$ cat src/rtl/fwd_pkg.sv
// Shared constants for the forwarding / interlock unit: default widths, stage indices,
// result latency classes and a saturating counter helper.
package fwd_pkg;

    localparam int REG_AW_DEF  = 5;
    localparam int SEL_REGFILE = 0;

    localparam int STG_MEM = 0;
    localparam int STG_WB  = 1;

    localparam int LAT_ALU  = 0;
    localparam int LAT_LOAD = 1;

    function automatic logic [31:0] sat_inc32(input logic [31:0] v);
        return (v == 32'hFFFF_FFFF) ? v : v + 32'd1;
    endfunction

endpackage

$ cat src/rtl/fwd_src_select.sv
// Priority scan for one EX operand: picks the youngest downstream stage writing the
// operand's register and flags when that stage's value is not yet valid.
module fwd_src_select
    import fwd_pkg::*;
#(
    parameter int FWD_STAGES = 2,
    parameter int REG_AW     = REG_AW_DEF,
    parameter int SEL_W      = $clog2(FWD_STAGES + 1)
) (
    input  logic [REG_AW-1:0]            i_rs,
    input  logic [FWD_STAGES*REG_AW-1:0] i_stg_rd,
    input  logic [FWD_STAGES-1:0]        i_stg_regwrite,
    input  logic [FWD_STAGES-1:0]        i_stg_data_ok,
    output logic [SEL_W-1:0]             o_sel,
    output logic                         o_data_bad
);

    logic [FWD_STAGES-1:0] w_match;

    genvar gi;
    generate
        for (gi = 0; gi < FWD_STAGES; gi++) begin : g_match
            assign w_match[gi] = i_stg_regwrite[gi]
                               && (i_stg_rd[gi*REG_AW +: REG_AW] != '0)
                               && (i_stg_rd[gi*REG_AW +: REG_AW] == i_rs);
        end
    endgenerate

    // Walk oldest to youngest so the youngest matching stage is the last to assign.
    always_comb begin
        o_sel      = SEL_W'(SEL_REGFILE);
        o_data_bad = 1'b0;
        for (int k = FWD_STAGES - 1; k >= 0; k--) begin
            if (w_match[k]) begin
                o_sel      = SEL_W'(k + 1);
                o_data_bad = ~i_stg_data_ok[k];
            end
        end
    end

endmodule

$ cat src/rtl/fwd_hazard_unit.sv
// EX operand bypass selection plus a per-register latency scoreboard that interlocks ID
// on multi-cycle results, with a stall counter and a sticky forwarding-error flag.
module fwd_hazard_unit
    import fwd_pkg::*;
#(
    parameter int NUM_SRC    = 2,
    parameter int FWD_STAGES = 2,
    parameter int REG_AW     = REG_AW_DEF,
    parameter int MAX_LAT    = 3,
    localparam int SEL_W     = $clog2(FWD_STAGES + 1),
    localparam int LAT_W     = $clog2(MAX_LAT + 1)
) (
    input  logic                         clk,
    input  logic                         rst,
    input  logic                         id_valid,
    input  logic                         id_kill,
    input  logic [NUM_SRC*REG_AW-1:0]    id_rs,
    input  logic [NUM_SRC-1:0]           id_rs_en,
    input  logic [REG_AW-1:0]            id_rd,
    input  logic                         id_regwrite,
    input  logic [LAT_W-1:0]             id_lat,
    input  logic [NUM_SRC*REG_AW-1:0]    ex_rs,
    input  logic [FWD_STAGES*REG_AW-1:0] stg_rd,
    input  logic [FWD_STAGES-1:0]        stg_regwrite,
    input  logic [FWD_STAGES-1:0]        stg_data_ok,
    output logic [NUM_SRC*SEL_W-1:0]     fwd_sel,
    output logic                         stall,
    output logic [31:0]                  stall_cnt,
    output logic                         hazard_err
);

    localparam int NUM_REGS = 2 ** REG_AW;

    logic [LAT_W-1:0]   w_cnt [NUM_REGS];
    logic [LAT_W-1:0]   w_lat_clamp;
    logic [NUM_SRC-1:0] w_src_hz;
    logic [NUM_SRC-1:0] w_src_bad;
    logic               w_issue;

    logic [31:0]        r_stall_cnt;
    logic               r_hazard_err;

    genvar gi;

    // Forwarding: one independent priority scan per EX operand.
    generate
        for (gi = 0; gi < NUM_SRC; gi++) begin : g_src
            fwd_src_select #(
                .FWD_STAGES (FWD_STAGES),
                .REG_AW     (REG_AW),
                .SEL_W      (SEL_W)
            ) u_sel (
                .i_rs           (ex_rs[gi*REG_AW +: REG_AW]),
                .i_stg_rd       (stg_rd),
                .i_stg_regwrite (stg_regwrite),
                .i_stg_data_ok  (stg_data_ok),
                .o_sel          (fwd_sel[gi*SEL_W +: SEL_W]),
                .o_data_bad     (w_src_bad[gi])
            );

            assign w_src_hz[gi] = id_rs_en[gi]
                                && (id_rs[gi*REG_AW +: REG_AW] != '0)
                                && (w_cnt[id_rs[gi*REG_AW +: REG_AW]] != '0);
        end
    endgenerate

    // Clamp only matters when the latency field can encode values above MAX_LAT.
    generate
        if (((1 << LAT_W) - 1) > MAX_LAT) begin : g_clamp
            assign w_lat_clamp = (id_lat > LAT_W'(MAX_LAT)) ? LAT_W'(MAX_LAT) : id_lat;
        end else begin : g_noclamp
            assign w_lat_clamp = id_lat;
        end
    endgenerate

    assign stall   = ~rst & id_valid & ~id_kill & (|w_src_hz);
    assign w_issue = id_valid & ~id_kill & ~stall & id_regwrite & (id_rd != '0);

    // Scoreboard: x0 never holds a pending result; a new issue overrides the decrement.
    generate
        for (gi = 0; gi < NUM_REGS; gi++) begin : g_sb
            if (gi == 0) begin : g_zero
                assign w_cnt[gi] = '0;
            end else begin : g_reg
                logic [LAT_W-1:0] r_cnt;

                always_ff @(posedge clk) begin
                    if (rst) begin
                        r_cnt <= '0;
                    end else if (w_issue && (id_rd == REG_AW'(gi))) begin
                        r_cnt <= w_lat_clamp;
                    end else if (r_cnt != '0) begin
                        r_cnt <= r_cnt - 1'b1;
                    end
                end

                assign w_cnt[gi] = r_cnt;
            end
        end
    endgenerate

    always_ff @(posedge clk) begin
        if (rst) begin
            r_stall_cnt  <= '0;
            r_hazard_err <= 1'b0;
        end else begin
            if (stall) begin
                r_stall_cnt <= sat_inc32(r_stall_cnt);
            end
            if (|w_src_bad) begin
                r_hazard_err <= 1'b1;
            end
        end
    end

    assign stall_cnt  = r_stall_cnt;
    assign hazard_err = r_hazard_err;

endmodule
$ cat config.mk
export PLATFORM = sky130hd
export DESIGN_NAME = fwd_hazard_unit
export DESIGN_NICKNAME = d
export VERILOG_FILES = /design/src/rtl/fwd_pkg.sv /design/src/rtl/fwd_src_select.sv /design/src/rtl/fwd_hazard_unit.sv
export SDC_FILE = /design/constraint.sdc
export NUM_CORES = 1
export LEC_CHECK = 0
export ABC_AREA = 1
export BUFFER_PORTS_ARGS = -buffer_cell sky130_fd_sc_hd__buf_2
export CAP_MARGIN = 20
export CORE_MARGIN = 8
export CORE_UTILIZATION = 58
export DETAILED_ROUTE_END_ITERATION = 10
export PLACE_DENSITY = 0.77
export REMOVE_ABC_BUFFERS = 1
export SKIP_CTS_REPAIR_TIMING = 1
export SLEW_MARGIN = 25
export SYNTH_ARGS = -nofsm -noshare
export SYNTH_HDL_FRONTEND = slang
export SYNTH_SLANG_ARGS = --single-unit
$ cat constraint.sdc
create_clock -name clk -period 1.95 [get_ports clk]
set_input_delay 0.0975 -clock clk [delete_from_list [all_inputs] [get_ports clk]]
set_output_delay 0.0975 -clock clk [all_outputs]
set_load 0.05 [all_outputs]
==> impl_results.rst <==
.. list-table::
   :header-rows: 1

   * - Metric
     - Value
   * - Cell types occupying the most area after synthesis
     - sky130_fd_sc_hd__dfxtp_1 27%, sky130_fd_sc_hd__nand2_1 15%, sky130_fd_sc_hd__nor2_1 11%, sky130_fd_sc_hd__xor2_1 8.1%, sky130_fd_sc_hd__ha_1 5.6%
   * - Slew Limit Headroom
     - 0.526
   * - Failing checks
     - setup timing
   * - Flip-flop and latch area
     - 1920 sq um
   * - Clock Skews
     - 0.00898 ns
   * - Number of antenna violations at the first check in global routing
     - 0
   * - Num CTS Buffers
     - 9
   * - Via-per-instance ratio
     - 5.43
   * - Clock H-tree levels
     - 3
   * - Pins over their slew limit
     - 0
   * - CP max FO
     - 7
   * - Endpoint kind of the worst setup timing path
     - output pin
   * - Clock period minus final worst setup slack
     - 1.98 ns
   * - Area Growth Syn to Fin
     - 25.4%
   * - Cell Count Post-Placement
     - 1373
   * - CTS clock-pin slew for the worst setup and hold paths
     - 0.07 ns
   * - Sum of internal, switching and leakage power
     - 9.76 mW
   * - Portion of synthesized cell area occupied by the leading cell type
     - 0.265
   * - Hold WC Path Type
     - in2reg
   * - Layout cell share with drive strength beyond 1
     - 0.271
   * - Max-cap violation count
     - 0
   * - Switching share of total power
     - 0.394
   * - Vias in the first global route
     - 6996
   * - Reported leakage power
     - 4.58 nW
   * - Maximum resistive drop on vdd
     - 0.500 mV
   * - RSZ-0062 raised after global routing
     - yes
   * - Global placer's final weighted congestion
     - 0.977
   * - Core region area
     - 12100 sq um
   * - TritonCTS clock tree
     - built
   * - Most instantiated library cell after synthesis
     - sky130_fd_sc_hd__nand2_1
   * - Post-synthesis async set-or-reset flop share
     - 0
   * - Flop pwr share
     - 0.300
   * - Global-route wire length before repair
     - 32700 um
   * - Internal power contribution
     - 5.91 mW
   * - Initial Utilization
     - 0.595
   * - CTS Root Cell
     - sky130_fd_sc_hd__clkbuf_16
   * - Post-synth EDFFs
     - 0
   * - Sequential-to-total area share from yosys stat
     - 0.265
   * - Count of cell types in the netlist
     - 36
   * - Largest net degree at the start of global routing
     - 64
   * - Netlist area before placement
     - 7170 sq um
   * - Fin. Hold Viols
     - 0
   * - Power density over the cells
     - 1090 nW/um^2
   * - Logic pwr share
     - 0.509
   * - Fmax
     - 0.505 GHz
   * - Remaining global-route overflow
     - 0
   * - Status
     - finished, violations left
   * - First-pass detailed-route iteration total
     - 7
   * - Synth Instances
     - 1093
   * - Area enclosed by the die boundary
     - 16200 sq um
   * - Total detailed-routing wirelength
     - 20900 um
   * - Filler cells
     - 997
   * - Total clock sinks
     - 95
   * - Insertion delay to the later sink of the worst-skew pair
     - 0.35 ns
   * - WL/cell
     - 14.9 um
   * - Number of DRC violations after detailed routing
     - 0
   * - Number of synthesis warnings
     - 0
   * - Setup ws final
     - -0.0302 ns
   * - Final layout net count
     - 1312
   * - Antenna-violating nets left
     - 0
   * - Overall via count from detail_route
     - 7625
   * - Required arrival time at the worst endpoint
     - 1.85 ns
   * - Period Utilization, post-route
     - 1.02
   * - ANT cells
     - 0
   * - Class of the most critical setup path
     - reg2out
   * - Combined area of the multi-input logic cells
     - 4930 sq um
   * - # rows
     - 40
   * - HPWL after detailed placement
     - 14800 um
   * - Dpl ws
     - -0.117 ns
   * - Dominant synthesized flop cell
     - sky130_fd_sc_hd__dfxtp_1
   * - Arrival time reported for the critical path endpoint
     - 1.88 ns
   * - Number of setup violations in the final report
     - 1
   * - Die X-Extent
     - 127 um
   * - Library cell with the largest summed area after synthesis
     - sky130_fd_sc_hd__dfxtp_1
   * - Count of non-filler cells in the finished layout
     - 1405
   * - Height of the die
     - 127 um
   * - IO Count
     - 86
   * - P_sw
     - 3.85 mW
   * - Syn avg cell area
     - 6.56 sq um
   * - Share of total power in the clock network
     - 0.191
   * - Crit start category
     - flip-flop
   * - Most used standard cells in the synthesized netlist
     - 280 x sky130_fd_sc_hd__nand2_1, 214 x sky130_fd_sc_hd__nor2_1, 104 x sky130_fd_sc_hd__inv_1
   * - Port-buffer cells
     - 85
   * - GRT Resource Usage Total
     - 0.244
   * - Longest Clk Path Bufs
     - 2
   * - Drt initial violations
     - 778
   * - Number of synthesized register bits
     - 95
   * - Worst-Margin Slew
     - 0.711 ns
[worst max-delay path: stages, from the launching register on]
cell                       delay (ns)
sky130_fd_sc_hd__dfxtp_1         0.35
sky130_fd_sc_hd__inv_1           0.06
sky130_fd_sc_hd__nand2_1         0.11
sky130_fd_sc_hd__nand2_1         0.06
sky130_fd_sc_hd__nand2_1         0.10
sky130_fd_sc_hd__nor2_2          0.04
sky130_fd_sc_hd__nor2_1          0.08
sky130_fd_sc_hd__nand2_1         0.07
sky130_fd_sc_hd__nand3_1         0.10
sky130_fd_sc_hd__nand3_2         0.10
sky130_fd_sc_hd__nand2_4         0.10
sky130_fd_sc_hd__nand2_8         0.09
sky130_fd_sc_hd__clkinv_8        0.10
sky130_fd_sc_hd__buf_8           0.15
[logic make-up (layout without fill, tap and decap cells)]
kind of cell / count (synthesis) / count (layout) / synth area share
mux: 31 / 31 / 0.0487
buf+inv: 149 / 292 / 0.0912
compound gates: 55 / 55 / 0.0403
xor+xnor: 80 / 80 / 0.0977
simple gates: 651 / 652 / 0.401
fa+ha+maj: 32 / 32 / 0.0558
flops: 95 / 95 / 0.265
[final timing paths]
check	slack [ns]	startpoint	cells after the start	end
setup / recovery	-0.03	g_sb[2].g_reg.r_cnt[0]	13	stall
hold / removal	0.08	stg_data_ok[1]	5	hazard_err
setup reg to reg	0	g_sb[2].g_reg.r_cnt[0]	17	g_sb[25].g_reg.r_cnt[0]
hold reg to reg	0.50	stall_cnt[31]	2	stall_cnt[31]
[power groups by stage]
stage               clock network [mW]  logic [mW]  registers [mW]
floorplan                            0        3.66            2.83
global route                      1.95        5.66            3.00
finish                            1.86        4.97            2.93
CTS                               1.87        4.75            2.84
detailed placement                   0        4.68            2.89
global placement                     0        4.52            2.87
[per-layer routing]
layer  global-route usage  vias to the layer above  part of all wire
met2                0.403                      298              0.47
met5                    0                        -                 0
met1                0.308                     3498              0.43
met4               0.0959                        0             0.030
met3               0.0449                       50             0.071
li1                     -                     3779                 -
[metrics by stage]
stage / hold slack (ns) / utilization / area [sq um] / TNS, ns
after global placement: 0.431 / 0.674 / 8130 / -0.206
after CTS: 0.0765 / 0.699 / 8430 / -0.608
after detailed placement: 0.447 / 0.674 / 8130 / -0.850
final: 0.0843 / 0.746 / 8990 / -0.0302
after floorplan: 0.167 / - / 6940 / -50.87
after global routing: 0.125 / 0.746 / 8990 / -7.33
[cells in the final DEF (no fill, tap or decap), types with 3 or more instances in the layout]
master	synthesis	final
sky130_fd_sc_hd__xnor2_1	14	14
sky130_fd_sc_hd__ha_1	32	32
sky130_fd_sc_hd__nand3_1	62	45
sky130_fd_sc_hd__inv_1	104	102
sky130_fd_sc_hd__nor3_1	18	17
sky130_fd_sc_hd__clkbuf_16	0	12
sky130_fd_sc_hd__a21oi_2	0	16
sky130_fd_sc_hd__or2_2	3	3
sky130_fd_sc_hd__nor2_1	214	197
sky130_fd_sc_hd__nand4_2	16	16
sky130_fd_sc_hd__nor2_4	3	6
sky130_fd_sc_hd__buf_2	12	84
sky130_fd_sc_hd__buf_4	3	63
sky130_fd_sc_hd__inv_2	5	7
sky130_fd_sc_hd__nor4_1	11	9
sky130_fd_sc_hd__nand3_2	1	16
sky130_fd_sc_hd__dfxtp_2	0	12
sky130_fd_sc_hd__xor2_1	66	66
sky130_fd_sc_hd__o21ai_0	9	5
sky130_fd_sc_hd__buf_6	7	7
sky130_fd_sc_hd__nor2_2	2	16
sky130_fd_sc_hd__dfxtp_1	95	83
sky130_fd_sc_hd__nand4_1	36	36
sky130_fd_sc_hd__nand2_2	2	21
sky130_fd_sc_hd__a21oi_1	41	25
sky130_fd_sc_hd__mux2_2	31	31
sky130_fd_sc_hd__o21ai_1	0	4
sky130_fd_sc_hd__buf_12	0	6
sky130_fd_sc_hd__nand2_1	280	260
[layout make-up]
type | instances | share of cell area
timing repair buffer | 165 | 0.133
inverter | 111 | 0.0477
clock inverter | 6 | 0.00751
tap | 168 | 0.0234
clock buffer | 10 | 0.0266
sequential | 95 | 0.213
multi-input combinational | 850 | 0.548
[flip-flops by register name, summed over array words and instances, names as in the netlist]
name / flops
g_sb.g_reg.r_cnt: 62
stall_cnt: 32
hazard_err: 1
No activity file was read; power rests on OpenSTA's default activity.
